<file path="config.mk">
export PLATFORM = sky130hd
export DESIGN_NAME = cdb_arbiter
export DESIGN_NICKNAME = d
export VERILOG_FILES = /design/src/rtl/cdb_arbiter.sv
export SDC_FILE = /design/constraint.sdc
export NUM_CORES = 1
export LEC_CHECK = 0
export CAP_MARGIN = 20
export CELL_PAD_IN_SITES_DETAIL_PLACEMENT = 0
export CELL_PAD_IN_SITES_GLOBAL_PLACEMENT = 2
export CORE_UTILIZATION = 21
export DETAILED_ROUTE_END_ITERATION = 8
export PLACE_DENSITY_LB_ADDON = 0.2
export SETUP_SLACK_MARGIN = 0.4
export SLEW_MARGIN = 20
export SYNTH_ARGS = -nofsm -noshare
export SYNTH_HDL_FRONTEND = slang
export SYNTH_SLANG_ARGS = --single-unit
</file>
<file path="constraint.sdc">
create_clock -name clk_in -period 1.82 [get_ports clk_in]
set_input_delay 0.364 -clock clk_in [delete_from_list [all_inputs] [get_ports clk_in]]
set_output_delay 0.364 -clock clk_in [all_outputs]
set_load 0.005 [all_outputs]
</file>
<file path="src/rtl/cdb_arbiter.sv">
// Round-robin arbiter placing one execution-unit result per cycle onto the registered CDB.
// Optional macro CDB_STATS_EN adds saturating per-requester grant and conflict counters.
module cdb_arbiter #(
    parameter int NREQ     = 3,
    parameter int ROB_BITS = 4,
    parameter int PTR_W    = 3
) (
    input  logic                     clk_in,
    input  logic                     rst_in,
    input  logic                     rdy_in,
    input  logic                     flush,
    input  logic [NREQ-1:0]          req_valid,
    input  logic [NREQ*ROB_BITS-1:0] req_robid,
    input  logic [NREQ*32-1:0]       req_value,
    input  logic [NREQ-1:0]          req_taken,
    output logic [NREQ-1:0]          req_ready,
    output logic                     cdb_valid,
    output logic [ROB_BITS-1:0]      cdb_robid,
    output logic [31:0]              cdb_value,
    output logic                     cdb_taken
`ifdef CDB_STATS_EN
    ,
    output logic [NREQ*16-1:0]       stat_grants,
    output logic [15:0]              stat_conflict
`endif
);

    logic [PTR_W-1:0]    rr_ptr_q, rr_ptr_d;
    logic                cdb_valid_q, cdb_valid_d;
    logic [ROB_BITS-1:0] cdb_robid_q, cdb_robid_d;
    logic [31:0]         cdb_value_q, cdb_value_d;
    logic                cdb_taken_q, cdb_taken_d;

    logic                hi_found, lo_found;
    logic [PTR_W-1:0]    hi_idx, lo_idx, grant_idx;
    logic                grant_found, grant_ok;
    logic [ROB_BITS-1:0] sel_robid;
    logic [31:0]         sel_value;
    logic                sel_taken;

    // Two passes: first valid index at or above the pointer, else first valid overall (wrap).
    always_comb begin
        hi_found = 1'b0;
        hi_idx   = '0;
        lo_found = 1'b0;
        lo_idx   = '0;
        for (int i = 0; i < NREQ; i++) begin
            if (!hi_found && req_valid[i] && (PTR_W'(i) >= rr_ptr_q)) begin
                hi_found = 1'b1;
                hi_idx   = PTR_W'(i);
            end
            if (!lo_found && req_valid[i]) begin
                lo_found = 1'b1;
                lo_idx   = PTR_W'(i);
            end
        end
        grant_found = lo_found;
        grant_idx   = hi_found ? hi_idx : lo_idx;
        grant_ok    = rst_in && rdy_in && !flush && grant_found;
    end

    always_comb begin
        req_ready = '0;
        sel_robid = '0;
        sel_value = '0;
        sel_taken = 1'b0;
        for (int i = 0; i < NREQ; i++) begin
            if (PTR_W'(i) == grant_idx) begin
                req_ready[i] = grant_ok;
                sel_robid    = req_robid[i*ROB_BITS +: ROB_BITS];
                sel_value    = req_value[i*32 +: 32];
                sel_taken    = req_taken[i];
            end
        end
    end

    // Flush wins over a stall; a stall freezes everything so the ROB sees the broadcast again.
    always_comb begin
        rr_ptr_d    = rr_ptr_q;
        cdb_valid_d = cdb_valid_q;
        cdb_robid_d = cdb_robid_q;
        cdb_value_d = cdb_value_q;
        cdb_taken_d = cdb_taken_q;
        if (flush) begin
            cdb_valid_d = 1'b0;
            rr_ptr_d    = '0;
        end else if (rdy_in) begin
            cdb_valid_d = grant_found;
            if (grant_found) begin
                cdb_robid_d = sel_robid;
                cdb_value_d = sel_value;
                cdb_taken_d = sel_taken;
                rr_ptr_d    = (grant_idx == PTR_W'(NREQ - 1)) ? '0 : grant_idx + PTR_W'(1);
            end
        end
    end

    always_ff @(posedge clk_in or negedge rst_in) begin
        if (!rst_in) begin
            rr_ptr_q    <= '0;
            cdb_valid_q <= 1'b0;
            cdb_robid_q <= '0;
            cdb_value_q <= '0;
            cdb_taken_q <= 1'b0;
        end else begin
            rr_ptr_q    <= rr_ptr_d;
            cdb_valid_q <= cdb_valid_d;
            cdb_robid_q <= cdb_robid_d;
            cdb_value_q <= cdb_value_d;
            cdb_taken_q <= cdb_taken_d;
        end
    end

    assign cdb_valid = cdb_valid_q;
    assign cdb_robid = cdb_robid_q;
    assign cdb_value = cdb_value_q;
    assign cdb_taken = cdb_taken_q;

`ifdef CDB_STATS_EN
    logic [15:0] stat_grants_q [NREQ];
    logic [15:0] stat_grants_d [NREQ];
    logic [15:0] stat_conflict_q, stat_conflict_d;

    function automatic logic [15:0] sat_inc(input logic [15:0] v);
        return (v == 16'hFFFF) ? v : v + 16'd1;
    endfunction

    // Counters survive flush; only reset clears them.
    always_comb begin
        stat_conflict_d = stat_conflict_q;
        if (rdy_in && ((req_valid & (req_valid - NREQ'(1))) != '0))
            stat_conflict_d = sat_inc(stat_conflict_q);
        for (int i = 0; i < NREQ; i++) begin
            stat_grants_d[i] = req_ready[i] ? sat_inc(stat_grants_q[i]) : stat_grants_q[i];
        end
    end

    always_ff @(posedge clk_in or negedge rst_in) begin
        if (!rst_in) begin
            stat_conflict_q <= '0;
            for (int i = 0; i < NREQ; i++) stat_grants_q[i] <= '0;
        end else begin
            stat_conflict_q <= stat_conflict_d;
            for (int i = 0; i < NREQ; i++) stat_grants_q[i] <= stat_grants_d[i];
        end
    end

    always_comb begin
        stat_grants = '0;
        for (int i = 0; i < NREQ; i++) stat_grants[i*16 +: 16] = stat_grants_q[i];
    end
    assign stat_conflict = stat_conflict_q;
`endif

endmodule

</file>
# --- Word level (Yosys, flattened, before mapping) ---
# Index checks and enable logic that the tools add are counted.
totals:
  regBits: 41
  in_bits: 118
  wordCells: 62
  output_inout_bits: 41
classes:
  n_bitwise: 1
  eq_ne: 3
  mux: 29
  n_reduce_logical: 20
  n_addsub: 1
  n_lt_le_gt_ge: 3
op_table:
  columns: ["op", "n"]
  rows:
  - ["$mux W32", 3]
  - ["$mux W3", 7]
  - ["$mux W1", 16]
  - ["$mux W4", 3]
  - ["$logic_and A1 B1 Y1", 10]
  - ["$ge A1 B3 Y1 const A", 2]
  - ["$logic_not A1 Y1", 5]
  - ["$reduce_bool A2 Y1", 2]
  - ["$add A3 B1 Y3 const B", 1]
  - ["$eq A1 B3 Y1 const A", 1]
  - ["$eq A2 B3 Y1 const A", 1]
  - ["$eq A3 B2 Y1 const B", 1]
  - ["$ge A2 B3 Y1 const A", 1]
  - ["$logic_not A3 Y1", 1]
  - ["$reduce_and A3 Y1", 1]
  - ["$reduce_and A2 Y1", 1]
  - ["$not A1 Y1", 1]

# --- Depth between registers and ports, before layout ---
depth:
  depth_word: 17
  mapped_depth: 6
  mapped_depth_nobuf: 4

# --- Worst setup path after synthesis ---
# OpenSTA, ideal clock, no wires.
synth_timing:
  path_type: "reg2reg"
  from: "register rr_ptr_q[2]"
  to: "register cdb_value_q[22] (netlist: cdb_value[22])"
  t_arrival_ps: 1556
  setup_slack_ps: 138
  path_buffers: 1
  synth_period_minus_slack_ps: 1682
  setup_ps: 126
  required_time_ps: 1694
  stages_incl_launch_ff: 6
  path_cell_list: "dfrtp_1 nand4bb_1 o2111ai_2 buf_6 mux2_1 a221o_1"
synth_via:
  elab_chain_cells: 16
  elab_cells_between_ends: 22
  cone_classes: "3 x order compare; 2 x eq/ne; 9 x mux; 8 x reduce/logical"
synth_rtl:
  columns: ["element", "line", "text"]
  rows:
  - ["start: declaration", "28", "logic [PTR_W-1:0] rr_ptr_q, rr_ptr_d;"]
  - ["start signal: assignment", "106", "rr_ptr_q <= rr_ptr_d;"]
  - ["$ge A1 B3 Y1", "48", "if (!hi_found && req_valid[i] && (PTR_W'(i) >= rr_ptr_q)) begin"]
  - ["$logic_and A1 B1 Y1", "48", null]
  - ["$mux W1", "48", null]
  - ["$logic_not A1 Y1", "48", null]
  - ["$logic_and A1 B1 Y1 (2 in series)", "48", null]
  - ["$mux W1", "48", null]
  - ["$logic_not A1 Y1", "48", null]
  - ["$logic_and A1 B1 Y1 (2 in series)", "48", null]
  - ["$mux W3 / $mux W1 (equally long branches)", "48", null]
  - ["$mux W3 (*)", "58", "grant_idx = hi_found ? hi_idx : lo_idx;"]
  - ["$logic_not A3 Y1", "68", "if (PTR_W'(i) == grant_idx) begin"]
  - ["$mux W32 (2 in series)", "68", null]
  - ["$mux W32 (*)", "68", null]
  - ["end signal: assignment", "109", "cdb_value_q <= cdb_value_d;"]
  - ["end: declaration", "31", "logic [31:0] cdb_value_q, cdb_value_d;"]
# Mark *: on every way between the ends. The rest lies on a longest branch, timed or not.
# A chain may end at the register's enable or synchronous reset.

# --- Final worst setup path ---
layout_timing:
  from: "register rr_ptr_q[0]"
  to: "register cdb_robid_q[2] (netlist: cdb_robid[2])"
layout_via:
  elab_chain_cells: 16
  elab_cells_between_ends: 22
  cone_classes: "3 x order compare; 2 x eq/ne; 9 x mux; 8 x reduce/logical"
layout_rtl:
  columns: ["element", "line", "text"]
  rows:
  - ["$ge A1 B3 Y1", "48", null]
  - ["$logic_and A1 B1 Y1", "48", null]
  - ["$mux W1", "48", null]
  - ["$logic_not A1 Y1", "48", null]
  - ["$logic_and A1 B1 Y1 (2 in series)", "48", null]
  - ["$mux W1", "48", null]
  - ["$logic_not A1 Y1", "48", null]
  - ["$logic_and A1 B1 Y1 (2 in series)", "48", null]
  - ["$mux W3 / $mux W1 (equally long branches)", "48", null]
  - ["$mux W3 (*)", "58", null]
  - ["$logic_not A3 Y1", "68", null]
  - ["$mux W4 (2 in series)", "68", null]
  - ["$mux W4 (*)", "68", null]
  - ["end signal: assignment", "108", "cdb_robid_q <= cdb_robid_d;"]
  - ["end: declaration", "30", "logic [ROB_BITS-1:0] cdb_robid_q, cdb_robid_d;"]
# Marks and branches as above.

==> Implementation_results.wiki <==
{| class="wikitable"
! Metric !! Value
|-
| Worst-skew pair later-pin latency || roughly 280 ps
|-
| Total Die Area || 0.0119 mm2
|-
| Maximum count of clock buffers along a single path || 2
|-
| Worst hold slack after final layout || about 210 ps
|-
| Status || finished, violations left
|-
| Global-route wire length before repair || between 10000 and 15000 um
|-
| Post-DR wirelength/cell || 16.6 um
|-
| Top Family by Delay on Critical Path || buffers and inverters
|-
| Reg-to-reg critical path startpoint || rr_ptr_q[0]$_DFFE_PN0P_
|-
| Routed via count || between 2000 and 2500
|-
| CTS tree || done
|-
| Antenna Violating Nets Remaining || 0
|-
| Power per standard cell area || 711 mW/mm2
|-
| Worst Setup Start Kind || register
|-
| Post-detailed-route via-to-cell ratio || 4.43
|-
| Violations in the final reports || setup timing
|-
| Reg2reg end || cdb_robid[2]$_DFFE_PN0P_
|-
| Count of final max-slew check failures || 0
|-
| Drt drc || 0
|-
| Count of input and output buffers || 158
|-
| Peak clock frequency supported by timing || 497 MHz
|-
| Core Rows || 38
|-
| TritonCTS buffer count || 5
|-
| H-tree levels || 2
|-
| Endpoint type of the worst setup path || register
|-
| Total inserted antenna cells || 0
|-
| Core outline area || ~0.011 mm2
|-
| Cell area after synthesis || about 0.0024 mm2
|-
| Detailed router's first-iteration violation count || just over 80
|-
| First-pass iteration count of the detailed router || 4
|-
| Required @ worst endpoint || 1980 ps
|-
| Clock transition at path regs || 60 ps
|-
| Horizontal die dimension || roughly 110 um
|-
| Worst slew slack as a fraction of its limit || 61.8%
|-
| Sequential area share after synthesis || 42.4%
|-
| Count of final hold-check violations || 0
|-
| Mapped Avg Cell Area || 12.4 um2
|-
| DRT Wirelength || 8760 um
|-
| Yosys cell types || 24
|-
| Pwr Total || about 0.0034 W
|-
| Number of antenna violations at the first check in global routing || 0
|-
| Register-to-Register Setup Slack || -190 ps
|-
| Synthesized Nets || 313
|-
| Min Tclk post-route || 2010 ps
|-
| Setup repair after global routing missed its margin || yes
|-
| Setup clock skew after layout || between 4 and 5 ps
|-
| Worst-path maximum fanout || 7
|-
| Post-route fraction of the period consumed by the critical path || 110%
|-
| Setup TNS || -5790 ps
|-
| Half-perimeter wire length after detailed placement || 5570 um
|-
| Number of nets in the layout || 504
|-
| Worst-case setup margin in the final layout || -190 ps
|-
| Synthesized instance count || 195
|-
| Share of layout cells above drive strength 1 || 27.6%
|-
| Area growth from synthesis to layout || 100%
|-
| Last element of the critical path || cdb_robid[2]$_DFFE_PN0P_
|-
| Total congestion overflow after global routing || 0
|-
| Most prevalent standard cell on the critical path || sky130_fd_sc_hd__buf_12
|-
| Final RePlAce weighted congestion || 0.694
|-
| Critical path, cell by cell || buf_6 -> nand4bb_4 -> o2111ai_4 -> buf_12 -> buf_12 -> buf_12 -> mux2_4 -> a221o_1
|-
| Root Buffer Master || sky130_fd_sc_hd__clkbuf_16
|-
| Static power due to leakage || 2.21 nW
|-
| Number of synthesized register bits || 41
|-
| Buffers & Inverters on Critical Path || 4
|-
| Io pins || 159
|-
| Transition time at the pin with the least slew margin || 572 ps
|-
| Data arrival time at the worst-slack endpoint || 2170 ps
|-
| Beginning of the critical path || rr_ptr_q[0]$_DFFE_PN0P_
|-
| Category of the critical setup timing path || reg -> reg
|-
| Number of sinks driven by the clock tree || 41
|-
| Vertical die dimension || between 100 and 150 um
|-
| Count of endpoints failing setup in the final report || 41
|-
| Classification of the worst-slack hold path || in -> async
|-
| Largest incremental delay on the critical path || 420 ps
|-
| Via count of the first global-routing pass || 2485
|-
| Largest net degree at the start of global routing || 42
|-
| Hold-fix buffer count after cts || 0
|-
| Worst Reg-to-Reg Cells || 8
|-
| VDD IR-drop max || 367 uV
|-
| Max capacitance violation total || 0
|-
| Synthesis warning total || 0
|-
| Logic depth of the worst setup path including buffers || 8
|-
| Critical-path top delay cell || sky130_fd_sc_hd__dfrtp_1
|-
| Initial core utilization || 21.9%
|-
| All-layer global routing usage || 14.3%
|}
synthesized netlist by cell type, drive strengths merged:
master / n / area share, %
nor2: 7 / 1.4
o2111ai: 1 / 0.62
nor4b: 1 / 0.62
o31ai: 2 / 0.83
or2: 1 / 0.26
dfrtp: 41 / 42
clkbuf: 4 / 0.62
mux2: 37 / 21
a221o: 37 / 15
buf: 12 / 4.4
nor3b: 1 / 0.31
o21ai: 3 / 0.62
and2: 39 / 10
nor2b: 1 / 0.26
inv: 1 / 0.16
nand2: 6 / 0.93
nand4bb: 1 / 0.47
placed cells by master (no fill, tap or decap), types with 2 or more instances in the layout:
cell	synthesis	layout
sky130_fd_sc_hd__nor2_1	6	4
sky130_fd_sc_hd__dfrtp_1	41	39
sky130_fd_sc_hd__clkbuf_16	0	6
sky130_fd_sc_hd__a221o_1	37	37
sky130_fd_sc_hd__o21ai_2	0	2
sky130_fd_sc_hd__nor2_4	1	3
sky130_fd_sc_hd__o31ai_4	0	2
sky130_fd_sc_hd__buf_6	7	9
sky130_fd_sc_hd__and2_1	38	37
sky130_fd_sc_hd__dfrtp_2	0	2
sky130_fd_sc_hd__nand2_1	6	4
sky130_fd_sc_hd__clkdlybuf4s50_1	0	113
sky130_fd_sc_hd__nand2_2	0	2
sky130_fd_sc_hd__dlygate4sd2_1	0	41
sky130_fd_sc_hd__buf_4	1	18
sky130_fd_sc_hd__buf_12	0	12
sky130_fd_sc_hd__buf_2	4	3
sky130_fd_sc_hd__mux2_4	22	36
sequential cells by signal (all words and copies together), names as in the netlist:
register,flops
cdb_value,32
cdb_valid,1
cdb_taken,1
rr_ptr_q,3
cdb_robid,4
layer usage:
layer,GRT usage [%],up-vias,routed length [um]
met1,17.9,1099,3880
li1,-,1122,-
met3,4.33,2,833
met5,0,-,0
met2,24.4,109,4020
met4,2.57,0,31
power breakdown:
part / leakage (nW) / switching (W) / internal [W]
registers: 0.510 / 0.0000740 / 0.00107
logic: 1.61 / 0.000403 / 0.000844
clock network: 0.0841 / 0.000369 / 0.000686
metrics by stage:
| step | setup WS [ps] | instance area [um2] | std cells | util, % |
|---|---|---|---|---|
| 2_1_floorplan | 153 | 2480 | 195 | - |
| 3_3_place_gp | -722 | 4300 | 493 | 39.0 |
| 3_5_place_dp | -754 | 4300 | 493 | 39.0 |
| 4_1_cts | -181 | 4810 | 526 | 43.6 |
| 5_1_grt | -250 | 4850 | 527 | 44.0 |
| 6_report | -190 | 4850 | 527 | 44.0 |
what timing repair did:
| action | 4_1_cts | 5_1_grt |
|---|---|---|
| setup buffers | 23 | 0 |
| pin swaps | 6 | 3 |
| endpoints found under the setup margin | 82 | 43 |
| cloned | 2 | 1 |
| resized for setup | 84 | 6 |
final cells by class:
type                    instances  area, um2
fillers                      1070       6180
repair buffers                199       2040
clock buffers                   7        143
inverters                       1       3.75
well taps                     140        175
clock inverters                 1       30.0
multi-input cells             138       1430
flip-flops and latches         41       1030
worst register-to-register path: cells and delay by family, from the launching register on:
family,cells,cell delay [ps]
AND/OR/NAND/NOR,1,190
flip-flops,1,420
buffers and inverters,4,550
multiplexers,1,310
AO/OA/AOI/OAI,2,420
cell families (layout without fill, tap and decap cells):
family	count (synthesis)	in the layout	share of synthesized area, %
compound gates	43	43	17.4
buf+inv	17	208	5.17
mux	37	37	20.6
simple gates	57	58	14.4
flops	41	41	42.4
how the worst min path moves through the flow:
stage	start	endpoint	slack, ps	depth (start not counted)
2_1_floorplan	rst_in	cdb_robid[0]$_DFFE_PN0P_	70	0
6_report	rst_in	cdb_value[15]$_DFFE_PN0P_	210	2
3_3_place_gp	cdb_valid$_DFFE_PN0P_	cdb_valid$_DFFE_PN0P_	460	2
5_1_grt	rst_in	cdb_value[18]$_DFFE_PN0P_	280	2
4_1_cts	rst_in	cdb_value[18]$_DFFE_PN0P_	240	2
3_5_place_dp	cdb_valid$_DFFE_PN0P_	cdb_valid$_DFFE_PN0P_	490	2
Power figures use the tool's default switching activity.
